--- config.mk ---
export PLATFORM = sky130hd
export DESIGN_NAME = rs_alu
export DESIGN_NICKNAME = d
export VERILOG_FILES = /design/src/rtl/rs_alu_pkg.sv /design/src/rtl/rs_pick.sv /design/src/rtl/rs_alu.sv
export SDC_FILE = /design/constraint.sdc
export NUM_CORES = 2
export LEC_CHECK = 0
export CELL_PAD_IN_SITES_DETAIL_PLACEMENT = 1
export CELL_PAD_IN_SITES_GLOBAL_PLACEMENT = 1
export CORE_MARGIN = 2
export CORE_UTILIZATION = 28
export CTS_BUF_LIST = sky130_fd_sc_hd__clkbuf_2 sky130_fd_sc_hd__clkbuf_4 sky130_fd_sc_hd__clkbuf_8
export DETAILED_ROUTE_END_ITERATION = 10
export DONT_BUFFER_PORTS = 1
export PLACE_DENSITY = 0.53
export REMOVE_ABC_BUFFERS = 1
export SLEW_MARGIN = 30
export SYNTH_ARGS = -nofsm -noshare
export SYNTH_HDL_FRONTEND = slang
export SYNTH_SLANG_ARGS = --single-unit
--- constraint.sdc ---
create_clock -name clk -period 2.2 [get_ports clk]
set_input_delay 0.44 -clock clk [delete_from_list [all_inputs] [get_ports clk]]
set_output_delay 0.44 -clock clk [all_outputs]
set_load 0.01 [all_outputs]
--- src/rtl/rs_alu_pkg.sv ---
// Shared widths, defaults and entry layout for the ALU reservation station.
// Also holds the common CDB snoop used both at issue (bypass) and at wake-up.
package rs_alu_pkg;

  localparam int OP_WIDTH     = 4;
  localparam int VAL_WIDTH    = 32;
  localparam int ADDR_WIDTH   = 32;
  localparam int ROB_ID_WIDTH = 4;
  localparam int ROB_SIZE     = 16;
  localparam int RS_ENTRIES   = 8;
  localparam int TAG_WIDTH    = ROB_ID_WIDTH + 1;

  typedef enum logic [OP_WIDTH-1:0] {
    OP_ADD = 4'd0,
    OP_SUB = 4'd1,
    OP_AND = 4'd2,
    OP_OR  = 4'd3,
    OP_XOR = 4'd4,
    OP_SLL = 4'd5,
    OP_SRL = 4'd6,
    OP_SLT = 4'd7
  } alu_op_e;

  typedef struct packed {
    logic                  busy;
    logic [OP_WIDTH-1:0]   op;
    logic [TAG_WIDTH-1:0]  lab1;
    logic [TAG_WIDTH-1:0]  lab2;
    logic [VAL_WIDTH-1:0]  val1;
    logic [VAL_WIDTH-1:0]  val2;
    logic                  rdy1;
    logic                  rdy2;
    logic [VAL_WIDTH-1:0]  imm;
    logic [ADDR_WIDTH-1:0] pc;
    logic [TAG_WIDTH-1:0]  tag;
  } rs_entry_t;

  // Returns {ready, value}; an already-ready operand passes through, otherwise
  // the ALU CDB is checked before the load CDB so it wins a label collision.
  function automatic logic [VAL_WIDTH:0] snoop(
    input logic                 rdy,
    input logic [TAG_WIDTH-1:0] lab,
    input logic [VAL_WIDTH-1:0] val,
    input logic                 c_en,
    input logic [TAG_WIDTH-1:0] c_lab,
    input logic [VAL_WIDTH-1:0] c_val,
    input logic                 l_en,
    input logic [TAG_WIDTH-1:0] l_lab,
    input logic [VAL_WIDTH-1:0] l_val
  );
    if (rdy)                      return {1'b1, val};
    else if (c_en && c_lab == lab) return {1'b1, c_val};
    else if (l_en && l_lab == lab) return {1'b1, l_val};
    else                          return {1'b0, val};
  endfunction

endpackage

--- src/rtl/rs_pick.sv ---
// Lowest-index priority encoder; used for both free-slot and ready-slot choice.
module rs_pick #(
  parameter int N  = 8,
  parameter int IW = (N > 1) ? $clog2(N) : 1
) (
  input  logic [N-1:0]  req,
  output logic          found,
  output logic [IW-1:0] idx
);

  always_comb begin
    found = |req;
    idx   = '0;
    for (int i = N - 1; i >= 0; i--) begin
      if (req[i]) idx = IW'(i);
    end
  end

endmodule

--- src/rtl/rs_alu.sv ---
// ALU reservation station: issue into a free entry, snoop both CDBs for
// operands, and dispatch the lowest ready entry with a one-cycle alu_en pulse.
module rs_alu
  import rs_alu_pkg::*;
#(
  parameter int RS_SIZE = RS_ENTRIES
) (
  input  logic                  clk,
  input  logic                  rst_in,
  input  logic                  rdy_in,
  input  logic                  flush,
  input  logic                  iss_en,
  input  logic [OP_WIDTH-1:0]   iss_op,
  input  logic [TAG_WIDTH-1:0]  iss_lab1,
  input  logic [TAG_WIDTH-1:0]  iss_lab2,
  input  logic [VAL_WIDTH-1:0]  iss_val1,
  input  logic [VAL_WIDTH-1:0]  iss_val2,
  input  logic                  iss_rdy1,
  input  logic                  iss_rdy2,
  input  logic [VAL_WIDTH-1:0]  iss_imm,
  input  logic [ADDR_WIDTH-1:0] iss_pc,
  input  logic [TAG_WIDTH-1:0]  iss_tag,
  input  logic                  cdb_en,
  input  logic [TAG_WIDTH-1:0]  cdb_lab,
  input  logic [VAL_WIDTH-1:0]  cdb_val,
  input  logic                  lsb_cdb_en,
  input  logic [TAG_WIDTH-1:0]  lsb_cdb_lab,
  input  logic [VAL_WIDTH-1:0]  lsb_cdb_val,
  output logic                  rs_full,
  output logic                  alu_en,
  output logic [OP_WIDTH-1:0]   alu_op,
  output logic [VAL_WIDTH-1:0]  alu_a,
  output logic [VAL_WIDTH-1:0]  alu_b,
  output logic [VAL_WIDTH-1:0]  alu_imm,
  output logic [ADDR_WIDTH-1:0] alu_pc,
  output logic [TAG_WIDTH-1:0]  alu_tag
);

  localparam int IW = (RS_SIZE > 1) ? $clog2(RS_SIZE) : 1;

  rs_entry_t ent_q [RS_SIZE];
  rs_entry_t ent_d [RS_SIZE];

  logic                  alu_en_q,  alu_en_d;
  logic [OP_WIDTH-1:0]   alu_op_q,  alu_op_d;
  logic [VAL_WIDTH-1:0]  alu_a_q,   alu_a_d;
  logic [VAL_WIDTH-1:0]  alu_b_q,   alu_b_d;
  logic [VAL_WIDTH-1:0]  alu_imm_q, alu_imm_d;
  logic [ADDR_WIDTH-1:0] alu_pc_q,  alu_pc_d;
  logic [TAG_WIDTH-1:0]  alu_tag_q, alu_tag_d;

  logic [RS_SIZE-1:0] busy_vec;
  logic [RS_SIZE-1:0] free_vec;
  logic [RS_SIZE-1:0] ready_vec;
  logic               free_found, disp_found;
  logic [IW-1:0]      free_idx, disp_idx;

  generate
    for (genvar gi = 0; gi < RS_SIZE; gi++) begin : g_vec
      assign busy_vec[gi]  = ent_q[gi].busy;
      assign ready_vec[gi] = ent_q[gi].busy & ent_q[gi].rdy1 & ent_q[gi].rdy2;
    end
  endgenerate

  assign free_vec = ~busy_vec;
  assign rs_full  = &busy_vec;

  rs_pick #(.N(RS_SIZE), .IW(IW)) u_free_pick (
    .req   (free_vec),
    .found (free_found),
    .idx   (free_idx)
  );

  rs_pick #(.N(RS_SIZE), .IW(IW)) u_ready_pick (
    .req   (ready_vec),
    .found (disp_found),
    .idx   (disp_idx)
  );

  logic [VAL_WIDTH:0] iss_op1, iss_op2;

  // Issue-cycle bypass: an operand not ready at issue may still catch a CDB.
  assign iss_op1 = snoop(iss_rdy1 || (iss_lab1 == '0), iss_lab1, iss_val1,
                         cdb_en, cdb_lab, cdb_val, lsb_cdb_en, lsb_cdb_lab, lsb_cdb_val);
  assign iss_op2 = snoop(iss_rdy2 || (iss_lab2 == '0), iss_lab2, iss_val2,
                         cdb_en, cdb_lab, cdb_val, lsb_cdb_en, lsb_cdb_lab, lsb_cdb_val);

  always_comb begin
    ent_d     = ent_q;
    alu_en_d  = alu_en_q;
    alu_op_d  = alu_op_q;
    alu_a_d   = alu_a_q;
    alu_b_d   = alu_b_q;
    alu_imm_d = alu_imm_q;
    alu_pc_d  = alu_pc_q;
    alu_tag_d = alu_tag_q;

    if (rdy_in) begin
      if (flush) begin
        for (int i = 0; i < RS_SIZE; i++) ent_d[i].busy = 1'b0;
        alu_en_d = 1'b0;
      end else begin
        for (int i = 0; i < RS_SIZE; i++) begin
          if (ent_q[i].busy) begin
            {ent_d[i].rdy1, ent_d[i].val1} = snoop(ent_q[i].rdy1, ent_q[i].lab1, ent_q[i].val1,
              cdb_en, cdb_lab, cdb_val, lsb_cdb_en, lsb_cdb_lab, lsb_cdb_val);
            {ent_d[i].rdy2, ent_d[i].val2} = snoop(ent_q[i].rdy2, ent_q[i].lab2, ent_q[i].val2,
              cdb_en, cdb_lab, cdb_val, lsb_cdb_en, lsb_cdb_lab, lsb_cdb_val);
          end
        end

        // Selection uses pre-edge state, so a just-woken entry waits a cycle.
        alu_en_d = disp_found;
        if (disp_found) begin
          alu_op_d  = ent_q[disp_idx].op;
          alu_a_d   = ent_q[disp_idx].val1;
          alu_b_d   = ent_q[disp_idx].val2;
          alu_imm_d = ent_q[disp_idx].imm;
          alu_pc_d  = ent_q[disp_idx].pc;
          alu_tag_d = ent_q[disp_idx].tag;
          ent_d[disp_idx].busy = 1'b0;
        end

        // free_idx is never the dispatched slot since it was idle pre-edge.
        if (iss_en && !rs_full && free_found) begin
          ent_d[free_idx].busy = 1'b1;
          ent_d[free_idx].op   = iss_op;
          ent_d[free_idx].lab1 = iss_lab1;
          ent_d[free_idx].lab2 = iss_lab2;
          ent_d[free_idx].rdy1 = iss_op1[VAL_WIDTH];
          ent_d[free_idx].val1 = iss_op1[VAL_WIDTH-1:0];
          ent_d[free_idx].rdy2 = iss_op2[VAL_WIDTH];
          ent_d[free_idx].val2 = iss_op2[VAL_WIDTH-1:0];
          ent_d[free_idx].imm  = iss_imm;
          ent_d[free_idx].pc   = iss_pc;
          ent_d[free_idx].tag  = iss_tag;
        end
      end
    end
  end

  always_ff @(posedge clk or negedge rst_in) begin
    if (!rst_in) begin
      for (int i = 0; i < RS_SIZE; i++) ent_q[i] <= '0;
      alu_en_q  <= 1'b0;
      alu_op_q  <= '0;
      alu_a_q   <= '0;
      alu_b_q   <= '0;
      alu_imm_q <= '0;
      alu_pc_q  <= '0;
      alu_tag_q <= '0;
    end else begin
      for (int i = 0; i < RS_SIZE; i++) ent_q[i] <= ent_d[i];
      alu_en_q  <= alu_en_d;
      alu_op_q  <= alu_op_d;
      alu_a_q   <= alu_a_d;
      alu_b_q   <= alu_b_d;
      alu_imm_q <= alu_imm_d;
      alu_pc_q  <= alu_pc_d;
      alu_tag_q <= alu_tag_d;
    end
  end

  assign alu_en  = alu_en_q;
  assign alu_op  = alu_op_q;
  assign alu_a   = alu_a_q;
  assign alu_b   = alu_b_q;
  assign alu_imm = alu_imm_q;
  assign alu_pc  = alu_pc_q;
  assign alu_tag = alu_tag_q;

endmodule

==> results.json <==
{
  "vias_per_cell": 6.18,
  "drive_gt1_frac": 0.242,
  "synth_xor_area_frac": 0.0204,
  "dpl.hpwl_mm": 296,
  "final_cell_mix": "2647 x nand2_1, 1333 x dfrtp_1, 649 x buf_4",
  "yosys_register_bits": 1338,
  "port-buffer-count": 0,
  "hold_ws_ns": -0.898,
  "tightestPinTransition_ns": 1.19,
  "cp_cell_sequence": "buf_6 -> buf_6 -> nand4_1 -> buf_4 -> nor2_4 -> buf_6",
  "syn_area_per_cell_um2": 8.25,
  "synth-main-ff-cell": "dfrtp_1",
  "die_h_um": 529,
  "leakage_uw": 0.0438,
  "skew_ns": 0.0829,
  "synth_compound_area_frac": 0.229,
  "setup_violations": 994,
  "p_sw_uw": 29300,
  "required_ns": 1.76,
  "start_util": 0.282,
  "vias": 85900,
  "p_int_uw": 53200,
  "endpoint_kind": "output pin",
  "combPwrFrac": 0.237,
  "cpLargestDelayFamily": "buffers and inverters",
  "rows": 192,
  "pre_cts_ws_ns": -0.683,
  "rsz0062_at_grt": "true",
  "clk_pin_slew_ns": 0.06,
  "slowest_delay_ns": 0.37,
  "synth_top_family_by_area": "compound AO/OA/AOI/OAI gates",
  "cp.arrival_ns": 2.20,
  "clock_path_buffers": 4,
  "cts_root_buffer": "clkbuf_8",
  "clock_sinks": 1338,
  "netlist_instances": 9346,
  "holdCritPathClass": "in -> async",
  "yosys.area_share.simple": 0.227,
  "area_growth_pct": 36.8,
  "async_reset_ff_frac": 1.00,
  "violations": "negative hold slack, negative setup slack",
  "relSlewSlack": 0.204,
  "overflow": 0,
  "die_area_um2": 280000,
  "wirelength_mm": 484,
  "die_x_um": 529,
  "drt_iter0_markers": 9554,
  "routedWlPerCell_um": 34.8,
  "drv_slew": 0,
  "clkPwrFrac": 0.360,
  "grt_pass1_wl_mm": 669,
  "slowest_stage": "dfrtp_1",
  "setup_slack_ns": -0.436,
  "p_seq_frac": 0.402,
  "route.detailed.drc": 0,
  "irDropWorstVdd_mv": 0.441,
  "grt_max_degree": 133,
  "yosysSeqAreaShare": 0.434,
  "cap_violations": 0,
  "cts_tree": "built",
  "p_per_area_nw_per_um2": 782,
  "outcome": "complete, but fails checks",
  "layout_commonest_cell": "nand2_1",
  "synth_edf_count": 0,
  "grt.total_usage": 0.329,
  "yosysWarnings": 0,
  "num_io_pins": 369,
  "fmax_ghz": 0.379,
  "synth_adder_area_share": 0,
  "swShare": 0.355,
  "finalCritPeriodShare": 1.20,
  "critical_path_buf_inv_count": 4,
  "period_minus_slack_ns": 2.64,
  "antenna_found_initial": 88,
  "htree_num_levels": 5,
  "cp_common_cell": "buf_6",
  "detail-route-antenna-nets": 0,
  "critPathMaxFanout": 3,
  "cts_buffers": 281,
  "fin_setup_tns_ns": -116.27,
  "num-nets-final": 10300,
  "core_area_um2": 274000,
  "first_global_vias": 87700,
  "routabilityCongestion": 0.951,
  "drt_first_pass_iters": 6,
  "clock_latency_ns": 1.10,
  "yosys-mux-area-fraction": 0.0241,
  "syn_area_um2": 77100,
  "path_class": "reg -> out",
  "start_kind": "flip-flop",
  "final_hold_viol_count": 378,
  "ys_types": 89
}
## final timing paths
kind	from	endpoint	cells past startpoint	slack (ns)
max	busy_vec[2]	rs_full	6	-0.44
min	rst_in	alu_b[1]	0	-0.90
max reg2reg	busy_vec[3]	alu_imm[11]	16	-0.42
min reg2reg	ent_q[189]	ent_q[189]	2	0.46
max in group asynchronous	rst_in	ent_q[1084]	5	0.38
min in group clk	cdb_en	ent_q[1034]	4	0.02
## registers in the layout, indices dropped and copies added, names as in the netlist
signal	count
ent_q	1192
alu_a	32
alu_b	32
alu_imm	32
alu_pc	32
busy_vec	8
alu_tag	5
alu_op	4
alu_en	1
## power by group through the flow
stage	registers (µW)	clock network [µW]	logic (µW)
3_5_place_dp	33500	0	14800
3_3_place_gp	33300	0	14400
2_1_floorplan	31600	0	8440
5_1_grt	33700	31200	20700
6_report	33200	29700	19600
4_1_cts	33200	30200	18000
## worst reg2reg max path, delay by kind of cell (launching register included)
family                 cells  cell delay [ns]
AOI/OAI and AO/OA          3             0.31
buffers and inverters     10             1.27
DFF                        1             0.40
and+or+nand+nor            3             0.51
## cells in the mapped netlist (all sizes together) (15+ instances only)
| cell type | number | area share |
|---|---|---|
| a211o | 27 | 0.0031 |
| o211ai | 267 | 0.026 |
| dfrtp | 1338 | 0.43 |
| nand2b | 22 | 0.0018 |
| a211oi | 223 | 0.022 |
| a31oi | 156 | 0.013 |
| xor2 | 86 | 0.0098 |
| inv | 65 | 0.0032 |
| nor4 | 49 | 0.0043 |
| a2111oi | 24 | 0.0027 |
| nor2 | 464 | 0.023 |
| and3 | 21 | 0.0017 |
| o21ai | 218 | 0.014 |
| o32ai | 84 | 0.0095 |
| o22a | 89 | 0.010 |
| a21oi | 217 | 0.014 |
| o221a | 79 | 0.012 |
| a221oi | 86 | 0.011 |
| a221o | 34 | 0.0044 |
| mux2i | 132 | 0.017 |
| nand4 | 123 | 0.010 |
| o21a | 32 | 0.0031 |
| or4 | 28 | 0.0027 |
| o32a | 15 | 0.0019 |
| xnor2 | 94 | 0.011 |
| nand3 | 293 | 0.019 |
| o31ai | 37 | 0.0037 |
| a31o | 59 | 0.0067 |
| o22ai | 199 | 0.018 |
| clkbuf | 736 | 0.036 |
| buf | 342 | 0.026 |
| mux2 | 48 | 0.0070 |
| a22oi | 55 | 0.0054 |
| nor3 | 401 | 0.026 |
| nand2 | 2715 | 0.13 |
| o221ai | 350 | 0.040 |
## cells by family after synthesis
family / count (synthesis)
xor gates and xnor gates: 180
AOI/OAI and AO/OA: 2321
muxes: 180
buffers and inverters: 1143
DFF: 1338
and+or+nand+nor: 4184
## final cells by class
type	instances	area, µm²
diodes	62	155
flip-flops and latches	1338	33500
well taps	3589	4490
inverters	65	244
repair buffers	1488	19100
clock inverters	50	477
multi-input cells	6865	42000
clock buffers	444	5510
fillers	31200	168000
## per-layer routing
layer	wire [µm]	part of all wire	GRT usage
met5	267	0.00055	0
met4	30700	0.064	0.180
met2	204000	0.42	0.485
met1	199000	0.41	0.440
met3	50100	0.10	0.0817
## timing repair
action,in CTS,in global routing
gates cloned,44,30
buffers inserted,162,72
hold buffers,237,6
hold endpoints to repair,1679,353
endpoints found under the setup margin,899,1025
resized for setup,449,408
pin swaps,272,279
## per-stage QoR
stage	cells	power (µW)	hold WS [ns]	util	cell area, µm²
CTS	13800	81400	-0.954	0.374	102000
global placement	12800	47700	0.162	0.325	89100
detailed placement	12800	48300	0.163	0.326	89200
floorplan	8268	40000	0.144	-	72400
finish	13900	82500	-0.898	0.385	105000
global route	13900	85600	-0.925	0.385	105000
No activity file was read; power rests on OpenSTA's default activity.
